## config.mk

```make
export PLATFORM = sky130hd
export DESIGN_NAME = load_unit_flat
export DESIGN_NICKNAME = d
export VERILOG_FILES = /design/src/rtl/load_unit_if.sv /design/src/rtl/load_unit.sv /design/src/flat_wrapper.sv
export SDC_FILE = /design/constraint.sdc
export NUM_CORES = 1
export LEC_CHECK = 0
export CELL_PAD_IN_SITES_DETAIL_PLACEMENT = 1
export CELL_PAD_IN_SITES_GLOBAL_PLACEMENT = 1
export CORE_ASPECT_RATIO = 0.8
export CORE_MARGIN = 5
export CORE_UTILIZATION = 33
export DETAILED_ROUTE_END_ITERATION = 7
export PLACE_DENSITY = 0.83
export SKIP_LAST_GASP = 1
export SLEW_MARGIN = 15
export SYNTH_ARGS = -nofsm -noshare
export SYNTH_HDL_FRONTEND = slang
export SYNTH_SLANG_ARGS = --single-unit
```

## constraint.sdc

```tcl
create_clock -name clk -period 4.7 [get_ports clk]
set_clock_uncertainty 0.1 [all_clocks]
set_input_delay 1.175 -clock clk [delete_from_list [all_inputs] [get_ports clk]]
set_output_delay 1.175 -clock clk [all_outputs]
set_load 0.01 [all_outputs]
```

## src/rtl/load_unit_if.sv

```systemverilog
// Bundles the request, memory and response channels of the load unit.
// slave is the load unit's view; master is the core/memory side driving it.
interface load_unit_if;
  logic        req_valid;
  logic        req_ready;
  logic [31:0] req_addr;
  logic [2:0]  req_funct3;
  logic        mem_req;
  logic [31:0] mem_addr;
  logic        mem_gnt;
  logic        mem_rvalid;
  logic [31:0] mem_rdata;
  logic        rsp_valid;
  logic        rsp_ready;
  logic [31:0] rsp_data;
  logic        rsp_err;
  logic        busy;

  modport slave (
    input  req_valid, req_addr, req_funct3, mem_gnt, mem_rvalid, mem_rdata, rsp_ready,
    output req_ready, mem_req, mem_addr, rsp_valid, rsp_data, rsp_err, busy
  );

  modport master (
    output req_valid, req_addr, req_funct3, mem_gnt, mem_rvalid, mem_rdata, rsp_ready,
    input  req_ready, mem_req, mem_addr, rsp_valid, rsp_data, rsp_err, busy
  );
endinterface

```

## src/rtl/load_unit.sv

```systemverilog
// Load-side data path: one load per handshake, word-aligned memory read, byte/half/word
// extraction with sign/zero extension, early rejection of illegal loads, bounded wait.
module load_unit #(
  parameter int TIMEOUT = 16
) (
  input logic       clk,
  input logic       rst,
  load_unit_if.slave bus
);
  localparam int CNT_W = $clog2(TIMEOUT + 1);

  typedef enum logic [1:0] {S_IDLE, S_REQ, S_WAIT, S_RESP} state_t;

  state_t           state, state_d;
  logic [CNT_W-1:0] cnt;
  logic [1:0]       off;
  logic [2:0]       funct3;
  logic [31:0]      mem_addr;
  logic [31:0]      rsp_data;
  logic             rsp_err;
  logic             accept;
  logic             bad;
  logic             timeout;

  function automatic logic is_illegal(input logic [2:0] f3, input logic [1:0] a);
    logic r;
    case (f3)
      3'b000, 3'b100: r = 1'b0;
      3'b001, 3'b101: r = a[0];
      3'b010:         r = |a;
      default:        r = 1'b1;
    endcase
    return r;
  endfunction

  function automatic logic [31:0] extract(input logic [31:0] word, input logic [1:0] a,
                                          input logic [2:0] f3);
    logic signed [7:0]  b;
    logic signed [15:0] h;
    logic [31:0]        r;
    b = word[{a, 3'b000} +: 8];
    h = word[{a[1], 4'b0000} +: 16];
    case (f3)
      3'b000:  r = 32'(b);
      3'b001:  r = 32'(h);
      3'b100:  r = {24'h000000, b};
      3'b101:  r = {16'h0000, h};
      default: r = word;
    endcase
    return r;
  endfunction

  always_comb begin
    state_d = state;
    accept  = 1'b0;
    bad     = is_illegal(bus.req_funct3, bus.req_addr[1:0]);
    timeout = (cnt == CNT_W'(TIMEOUT - 1));
    case (state)
      S_IDLE: if (bus.req_valid) begin
        accept  = 1'b1;
        state_d = bad ? S_RESP : S_REQ;
      end
      S_REQ:  if (bus.mem_gnt) state_d = S_WAIT;
      // rvalid on the final wait cycle still counts as a normal response
      S_WAIT: if (bus.mem_rvalid || timeout) state_d = S_RESP;
      S_RESP: if (bus.rsp_ready) state_d = S_IDLE;
      default: state_d = S_IDLE;
    endcase
  end

  always_ff @(posedge clk) begin
    if (rst) state <= S_IDLE;
    else     state <= state_d;
  end

  always_ff @(posedge clk) begin
    if (rst) begin
      cnt      <= '0;
      off      <= '0;
      funct3   <= '0;
      mem_addr <= '0;
      rsp_data <= '0;
      rsp_err  <= 1'b0;
    end else begin
      if (accept) begin
        off      <= bus.req_addr[1:0];
        funct3   <= bus.req_funct3;
        mem_addr <= {bus.req_addr[31:2], 2'b00};
        if (bad) begin
          rsp_data <= '0;
          rsp_err  <= 1'b1;
        end
      end
      if (state == S_REQ && bus.mem_gnt) cnt <= '0;
      if (state == S_WAIT) begin
        cnt <= cnt + 1'b1;
        if (bus.mem_rvalid) begin
          rsp_data <= extract(bus.mem_rdata, off, funct3);
          rsp_err  <= 1'b0;
        end else if (timeout) begin
          rsp_data <= '0;
          rsp_err  <= 1'b1;
        end
      end
    end
  end

  assign bus.req_ready = (state == S_IDLE);
  assign bus.mem_req   = (state == S_REQ);
  assign bus.mem_addr  = mem_addr;
  assign bus.rsp_valid = (state == S_RESP);
  assign bus.rsp_data  = rsp_data;
  assign bus.rsp_err   = rsp_err;
  assign bus.busy      = (state != S_IDLE);
endmodule

```

## src/flat_wrapper.sv

```systemverilog
// flat-port wrapper written by rule: the top's interface ports become plain ports
module load_unit_flat 
#(
  parameter int TIMEOUT = 16
)
  (clk, rst, bus_req_valid, bus_req_addr, bus_req_funct3, bus_mem_gnt, bus_mem_rvalid, bus_mem_rdata, bus_rsp_ready, bus_req_ready, bus_mem_req, bus_mem_addr, bus_rsp_valid, bus_rsp_data, bus_rsp_err, bus_busy);
  load_unit_if bus_i ();
  input logic clk;
  input logic rst;
  input wire logic [$bits(bus_i.req_valid)-1:0] bus_req_valid;
  input wire logic [$bits(bus_i.req_addr)-1:0] bus_req_addr;
  input wire logic [$bits(bus_i.req_funct3)-1:0] bus_req_funct3;
  input wire logic [$bits(bus_i.mem_gnt)-1:0] bus_mem_gnt;
  input wire logic [$bits(bus_i.mem_rvalid)-1:0] bus_mem_rvalid;
  input wire logic [$bits(bus_i.mem_rdata)-1:0] bus_mem_rdata;
  input wire logic [$bits(bus_i.rsp_ready)-1:0] bus_rsp_ready;
  output wire logic [$bits(bus_i.req_ready)-1:0] bus_req_ready;
  output wire logic [$bits(bus_i.mem_req)-1:0] bus_mem_req;
  output wire logic [$bits(bus_i.mem_addr)-1:0] bus_mem_addr;
  output wire logic [$bits(bus_i.rsp_valid)-1:0] bus_rsp_valid;
  output wire logic [$bits(bus_i.rsp_data)-1:0] bus_rsp_data;
  output wire logic [$bits(bus_i.rsp_err)-1:0] bus_rsp_err;
  output wire logic [$bits(bus_i.busy)-1:0] bus_busy;
  assign bus_i.req_valid = bus_req_valid;
  assign bus_i.req_addr = bus_req_addr;
  assign bus_i.req_funct3 = bus_req_funct3;
  assign bus_i.mem_gnt = bus_mem_gnt;
  assign bus_i.mem_rvalid = bus_mem_rvalid;
  assign bus_i.mem_rdata = bus_mem_rdata;
  assign bus_i.rsp_ready = bus_rsp_ready;
  assign bus_req_ready = bus_i.req_ready;
  assign bus_mem_req = bus_i.mem_req;
  assign bus_mem_addr = bus_i.mem_addr;
  assign bus_rsp_valid = bus_i.rsp_valid;
  assign bus_rsp_data = bus_i.rsp_data;
  assign bus_rsp_err = bus_i.rsp_err;
  assign bus_busy = bus_i.busy;
  load_unit #(.TIMEOUT(TIMEOUT)) u_core (.clk(clk), .rst(rst), .bus(bus_i));
endmodule
```

# Word-level counts from Yosys, hierarchy flattened
# Index checks and enable logic that the tools add are counted.
# op_classes
add_sub_neg,1
eq_ne,15
shifts,2
muxes,22
n_reduce_logical,11
# op_table
op,count
32-bit 2-to-1 mux,5
32-bit one-hot mux with 4 select lines,1
32-bit by 6-bit variable part select with 16-bit output,1
32-bit by 6-bit variable part select with 8-bit output,1
"3-bit equality test, second input constant",4
2-bit 2-to-1 mux,5
5-bit 2-to-1 mux,2
2-bit one-hot mux with 4 select lines,1
1-bit 2-to-1 mux,7
"3-bit by 1-bit equality test with 1-bit output, second input constant",2
3-bit logical NOT,2
"2-bit != test, second input constant",3
2-bit OR reduction,3
"5-bit by 1-bit adder with 5-bit output, second input constant",1
"5-bit by 4-bit equality test with 1-bit output, second input constant",1
"2-bit equality test, second input constant",2
4-bit AND reduction,1
2-bit nonzero test,2
"3-bit by 2-bit equality test with 1-bit output, second input constant",1
1-bit one-hot mux with 3 select lines,1
"2-bit by 1-bit equality test with 1-bit output, second input constant",1
2-bit logical NOT,1
"2-bit by 1-bit != test with 1-bit output, second input constant",1
1-bit logical AND,1
1-bit logical OR,1
# word_totals
register_bits,75
in_bits,73
out_inout_bits,69
elab_cells,58

# Longest topological paths before layout
# Gate-level depths: netlist of run 1.
# logic_depth
depth_word,8
depth_mapped,8
ltp_nobuf,7

# Least setup slack after synthesis of run 1
# Ideal clock, no wire load.
# synth_path
path_type,input to register
startpoint,input bus_mem_rdata[31]
endpoint,"register u_core.rsp_data[13], in the netlist u_core.bus.rsp_data[13]"
arrival_ps,2191
required_time_ps,4478
setup_slack_ps,2288
path_stages,4
n_path_buf,0
cell_sequence,mux4_2 > a21oi_1 > nor2_1 > a221o_1
# synth_via
elab_chain_cells,4
# synth_rtl
element,line,source
"start, declared",flat_wrapper.sv:15,input wire logic [$bits(bus_i.mem_rdata)-1:0] bus_mem_rdata;
32-bit by 6-bit variable part select with 8-bit output,load_unit.sv:41,"b = word[{a, 3'b000} +: 8];"
32-bit one-hot mux with 4 select lines,load_unit.sv:43,case (f3)
32-bit 2-to-1 mux,load_unit.sv:97,if (bus.mem_rvalid) begin
32-bit 2-to-1 mux,load_unit.sv:95,if (state == S_WAIT) begin
"end signal, assigned",load_unit.sv:98,"rsp_data <= extract(bus.mem_rdata, off, funct3);"
"end, declared",load_unit.sv:19,logic [31:0] rsp_data;
# Every way passes these cells.
# A chain may end at the register's enable or synchronous reset.

# Worst setup path after layout of run 1
# layout_path
startpoint,input bus_req_valid
endpoint,"register u_core.rsp_data[9], in the netlist u_core.bus.rsp_data[9]"
# layout_via
elab_chain_cells,6
# layout_rtl
element,line,source
"start, declared",flat_wrapper.sv:10,input wire logic [$bits(bus_i.req_valid)-1:0] bus_req_valid;
1-bit 2-to-1 mux *,load_unit.sv:59,S_IDLE: if (bus.req_valid) begin
1-bit 2-to-1 mux *,load_unit.sv:58,case (state)
32-bit 2-to-1 mux *,load_unit.sv:85,if (accept) begin
32-bit 2-to-1 mux,load_unit.sv:100,end else if (timeout) begin
32-bit 2-to-1 mux,load_unit.sv:97,
32-bit 2-to-1 mux *,load_unit.sv:95,
# Every way passes the cells marked *; elsewhere a longest branch is shown, timed or not.

==> impl_metrics.env, run 1 <==
export IMPL_end_kind="flip-flop"
export IMPL_clk_latency_ns=0.33
export IMPL_criticalPathCategory="in -> reg"
export IMPL_drive_above_1_share=0.0516
export IMPL_r2r_cells=5
export IMPL_initial_utilization=0.337
export IMPL_num_rows=33
export IMPL_clk_pin_slew_ns=0.06
export IMPL_wl_met1_mm=5.23
export IMPL_mostFrequentLayoutCell="clkdlybuf4s50_1"
export IMPL_grt_pass1_vias=3601
export IMPL_final_cell_mix="clkdlybuf4s50_1 (139), nand2_1 (110), dfxtp_1 (75), a21oi_1 (49), o21ai_0 (28)"
export IMPL_ys_flop_type="dfxtp_1"
export IMPL_finish_utilization=0.506
export IMPL_cts_tree="built"
export IMPL_dr_wl_met3_um=785
export IMPL_outcome="completed"
export IMPL_synth_edf_count=0
export IMPL_reg2reg_slack_ns=2.16
export IMPL_grt_pass1_wl_mm=18.7
export IMPL_overflow=0
export IMPL_hpwlAfterDp_mm=8.84
export IMPL_worstReg2RegStart="u_core.state[1]$_SDFFE_PP0P_"
export IMPL_tns_ns=0
export IMPL_hold_buffers=0
export IMPL_finalWeightedCongestion=0.801
export IMPL_startpoint_type="input port"
export IMPL_num_nets_final=617
export IMPL_hold_end="u_core.bus.mem_addr[9]$_SDFFE_PP0P_"
export IMPL_firstDrtPassIters=5
export IMPL_htreeDepth=3
export IMPL_syn_to_final_growth_pct=50.1
export IMPL_die_w_um=124
export IMPL_synth_area_um2=3440
export IMPL_numCtsBuffers=9
export IMPL_hp_start="u_core.bus.mem_addr[9]$_SDFFE_PP0P_"
export IMPL_netlist_instances=417
export IMPL_max_clock_freq_ghz=0.320
export IMPL_met2_length_mm=5.88
export IMPL_r2r_end="u_core.bus.rsp_data[9]$_SDFF_PP0_"
export IMPL_synth_warnings=0
export IMPL_die_height_um=101
export IMPL_cts_resized=0
export IMPL_min_period_over_period=0.664
export IMPL_async_reset_ff_frac=0
export IMPL_fillerInstances=1242
export IMPL_cap_violations=0
export IMPL_wl_per_cell_um=17.7
export IMPL_clk_path_buf_depth=2
export IMPL_worstMarginPinSlew_ns=0.941
export IMPL_top_layer="met4"
export IMPL_synth_seq_cells=75
export IMPL_whs_ns=0.359
export IMPL_ys_types=42
export IMPL_whs_path_depth=2
export IMPL_crit_required_ns=4.81
export IMPL_yosysSeqAreaShare=0.437
export IMPL_initialDrtViolationCount=137
export IMPL_postRouteAntennaNets=0
export IMPL_dieArea_um2=12600
export IMPL_post_route_min_period_ns=3.12
export IMPL_grt_max_degree=45
export IMPL_viasPerCell=5.06
export IMPL_drt_wl_total_mm=12.1
export IMPL_total_leakage_power_nw=1.87
export IMPL_dpl_instance_area_um2=4870
export IMPL_track_usage=0.189
export IMPL_antenna_cells=0
export IMPL_root_buffer="clkbuf_16"
export IMPL_finalInstanceArea_um2=5160
export IMPL_cts_sinks=75
export IMPL_crit_arrival_ns=3.23
export IMPL_portBuffers=139
export IMPL_core_area_um2=10200
export IMPL_hp_class="reg -> reg"
export IMPL_antenna_found_initial=0
export IMPL_setup_violations=0
export IMPL_ir_drop_uv=172
export IMPL_maxSlewHeadroom=0.372
export IMPL_drcViolationCount=0
export IMPL_rsz0062_at_grt="false"
export IMPL_hold_viol=0
export IMPL_power_density_nw_per_um2=444
export IMPL_vias=3458
export IMPL_slew_viol_final=0
export IMPL_pin_count=142
export IMPL_post_cts_buffers=0
export IMPL_syn_avg_cell_area_um2=8.24
export IMPL_critPathMaxFanout=36
-- cell type report --
type	instances	area [um^2]	area share
timing repair buffer	143	1420	0.276
inverter	8	30.0	0.00582
clock buffer	10	239	0.0463
clock inverter	6	46.3	0.00897
tap	140	175	0.0340
multi-input combinational	301	1750	0.338
sequential	75	1500	0.291
-- flip-flops by register name, indices dropped and copies added (netlist names) --
register,flops
u_core.bus.rsp_data,32
u_core.funct3,3
u_core.cnt,5
u_core.bus.mem_addr,30
u_core.state,2
u_core.bus.rsp_err,1
u_core.off,2
-- cell usage after synthesis (all sizes together), types with 2 or more instances --
master	instances	area [um^2]
a22oi	2	15.0
nand3b	8	60.1
nand2	111	419
mux2i	9	103
nor2b	7	43.8
o31ai	7	52.6
a21oi	49	245
nor3	3	15.0
nand2b	4	25.0
mux2	4	48.8
dfxtp	75	1500
a221oi	3	26.3
a221o	6	60.1
buf	14	87.6
nor3b	7	52.6
clkbuf	20	75.1
nor2	7	26.3
ha	6	75.1
o21ai	28	140
inv	8	30.0
a211oi	2	15.0
and3	7	43.8
a22o	17	149
-- how the worst max path moves through the flow --
stage	startpoint	endpoint	slack, ns
after floorplan	bus_mem_rdata[31]	u_core.bus.rsp_data[13]$_SDFF_PP0_	2.29
after global placement	bus_req_valid	u_core.bus.rsp_data[12]$_SDFF_PP0_	1.31
after detailed placement	bus_req_valid	u_core.bus.rsp_data[9]$_SDFF_PP0_	1.26
after CTS	bus_req_valid	u_core.bus.rsp_data[9]$_SDFF_PP0_	1.58
after global routing	bus_req_valid	u_core.bus.rsp_data[9]$_SDFF_PP0_	1.49
final	bus_req_valid	u_core.bus.rsp_data[9]$_SDFF_PP0_	1.58
-- kinds of logic (layout without fill, tap and decap cells) --
group                      count (synthesis)  after routing  share of synthesized area
buffers and inverters                     42            167                     0.0561
muxes                                     14             14                     0.0506
and+or+nand+nor                          159            159                      0.209
adders and majority gates                  6              6                     0.0218
DFF                                       75             75                      0.437
AOI/OAI and AO/OA                        120            120                      0.224
other                                      1              2                    0.00109
-- metal layers --
| metal | track usage | up-vias |
|---|---|---|
| met4 | 0.0556 | 0 |
| met2 | 0.319 | 98 |
| li1 | - | 1689 |
| met3 | 0.0564 | 10 |
| met1 | 0.233 | 1661 |
| met5 | 0 | - |
-- through the flow --
step                      instances  worst slack [ns]  power, mW
final                           683              1.58       2.29
after global routing            683              1.49       2.42
after CTS                       683              1.58       2.31
after detailed placement        667              1.26       1.64
after global placement          667              1.31       1.61
after floorplan                 418              2.29       1.27
-- worst max-delay path, cell delays in order --
cell	delay, ns
clkdlybuf4s50_1	0.52
nand2_2	0.43
o311a_4	0.69
a221o_1	0.40
-- power breakdown --
group / internal, mW / switching [mW]
clock: 0.376 / 0.281
combinational: 0.379 / 0.435
sequential: 0.733 / 0.0842
Note: power is estimated with default switching activity, not from simulation.
==> run 2: changes to the inputs <==
CORE_UTILIZATION = 27   (was 33)
PLACE_DENSITY = 0.72   (was 0.83)
clock period = 2.8 ns   (was 4.7 ns; I/O delays follow)
==> run 2 against run 1 <==
Total power grew 74%. First-iteration DRC count grew 9.5%. Die area up 20%. Combinational power up 73%. Setup slack worse by 1.3 ns. Wire length up 0.59%. Critical path type is now reg -> out. Critical endpoint is now bus_busy.
==> impl_metrics.env, run 2 (synthesis results as in run 1) <==
export IMPL_outcome="completed"
export IMPL_cap_violations=0
export IMPL_p_sw_frac=0.342
export IMPL_switchingPower_mw=1.36
export IMPL_largestRegisters="u_core.bus.rsp_data x32, u_core.bus.mem_addr x30, u_core.cnt x5"
export IMPL_power_density_nw_per_um2=754
export IMPL_end_kind="output port"
export IMPL_die_height_um=111
export IMPL_crit_arrival_ns=1.74
export IMPL_hp_class="reg -> reg"
export IMPL_num_rows=36
export IMPL_final_cell_mix="clkdlybuf4s50_1 (139), nand2_1 (110), dfxtp_1 (75), a21oi_1 (49), o21ai_0 (28)"
export IMPL_grt_max_degree=36
export IMPL_clk_latency_ns=0.33
export IMPL_power_share_sequential=0.339
export IMPL_setup_violations=0
export IMPL_cts_sinks=75
export IMPL_min_period_over_period=0.907
export IMPL_hpwlAfterDp_mm=9.11
export IMPL_root_buffer="clkbuf_16"
export IMPL_critPathMaxFanout=7
export IMPL_hold_viol=0
export IMPL_clk_path_buf_depth=2
export IMPL_pin_count=142
export IMPL_vias=3463
export IMPL_core_area_um2=12300
export IMPL_die_w_um=136
export IMPL_combPwrFrac=0.354
export IMPL_num_nets_final=623
export IMPL_postRouteAntennaNets=0
export IMPL_hold_buffers=0
export IMPL_max_clock_freq_ghz=0.394
export IMPL_viasPerCell=4.81
export IMPL_top_register="u_core.bus.rsp_data"
export IMPL_crit_chain="inv_1 -> ha_1 -> inv_1 -> clkdlybuf4s50_1"
export IMPL_criticalPathCategory="reg -> out"
export IMPL_initial_utilization=0.278
export IMPL_post_route_min_period_ns=2.54
export IMPL_cts_resized=0
export IMPL_ir_drop_uv=288
export IMPL_cpPeakStageDelay_ns=0.55
export IMPL_portBuffers=139
export IMPL_tns_ns=0
export IMPL_total_leakage_power_nw=1.92
export IMPL_fillerInstances=1487
export IMPL_worstMarginPinSlew_ns=0.660
export IMPL_track_usage=0.160
export IMPL_drive_above_1_share=0.0619
export IMPL_grt_pass1_wl_mm=19.5
export IMPL_overflow=0
export IMPL_antenna_cells=0
export IMPL_grt_pass1_vias=3697
export IMPL_syn_to_final_growth_pct=53.3
export IMPL_critPathMostFrequentCell="inv_1"
export IMPL_post_cts_buffers=0
export IMPL_mostFrequentLayoutCell="clkdlybuf4s50_1"
export IMPL_dieArea_um2=15100
export IMPL_wl_per_cell_um=16.9
export IMPL_cts_tree="built"
export IMPL_htreeDepth=3
export IMPL_maxSlewHeadroom=0.559
export IMPL_crit_required_ns=2.00
export IMPL_rsz0062_at_grt="false"
export IMPL_numCtsBuffers=9
export IMPL_slew_viol_final=0
export IMPL_drt_wl_total_mm=12.1
export IMPL_slowest_stage="clkdlybuf4s50_1"
export IMPL_finalWeightedCongestion=0.788
export IMPL_antenna_found_initial=0
export IMPL_clk_pin_slew_ns=0.06
export IMPL_initialDrtViolationCount=150
export IMPL_finish_utilization=0.427
export IMPL_startpoint_type="flip-flop"
export IMPL_firstDrtPassIters=4
export IMPL_largest_reg_flops=32
export IMPL_drcViolationCount=0
export IMPL_p_clk_frac=0.307
export IMPL_intPower_mw=2.61
run 2: cell count changes in the layout (fill, tap and decap cells not counted), sizes merged:
cell | previous run | this run
clkinv | 2 | 1
clkinvlp | 2 | 1
inv | 10 | 11
bufinv | 0 | 1
buf | 4 | 10
run 2: cell type report:
cell class                 count  area (um^2)  area share
sequential                    75         1500       0.285
tap                          171          214      0.0406
inverter                       8         30.0     0.00570
clock buffer                  10          239      0.0454
timing repair buffer         149         1470       0.278
multi-input combinational    301         1750       0.331
clock inverter                 6         71.3      0.0135
run 2: stage by stage:
step	cell area, um^2	setup slack, ns	hold WS [ns]	power (mW)	cells
after floorplan	3440	0.863	0.367	2.14	418
after global placement	4960	0.300	0.341	2.75	704
after detailed placement	4960	0.213	0.349	2.79	704
after CTS	5270	0.225	0.356	4.02	720
after global routing	5270	0.156	0.372	4.21	720
final	5270	0.261	0.354	3.97	720
run 2: path summary, 6_finish.rpt:
path / slack, ns / to / depth (start not counted) / start
max reg2reg: 0.65 / u_core.bus.rsp_data[4]$_SDFF_PP0_ / 7 / u_core.cnt[0]$_SDFFE_PP0P_
max: 0.26 / bus_busy / 4 / u_core.state[0]$_SDFFE_PP0P_
min reg2reg: 0.35 / u_core.bus.mem_addr[3]$_SDFFE_PP0P_ / 2 / u_core.bus.mem_addr[3]$_SDFFE_PP0P_
min: 0.35 / u_core.bus.mem_addr[3]$_SDFFE_PP0P_ / 2 / u_core.bus.mem_addr[3]$_SDFFE_PP0P_
run 2: routing by layer:
layer | vias to the layer above | track usage | wire length, um
met5 | - | 0 | 0
met4 | 0 | 0.0430 | 210
met3 | 17 | 0.0522 | 875
met2 | 100 | 0.262 | 5770
met1 | 1654 | 0.201 | 5280
li1 | 1692 | - | -
run 2: power groups by stage:
stage / Clock, mW / Combinational (mW) / Sequential [mW]
after floorplan: 0 / 0.740 / 1.40
after global placement: 0 / 1.39 / 1.36
after detailed placement: 0 / 1.42 / 1.37
after CTS: 1.25 / 1.43 / 1.35
after global routing: 1.29 / 1.55 / 1.37
final: 1.22 / 1.41 / 1.35
run 2: critical path: cells and delay by family, from the launching register on:
kind | cells | cell delay, ns
buf+inv | 3 | 0.75
fa+ha+maj | 1 | 0.30
flops | 1 | 0.36
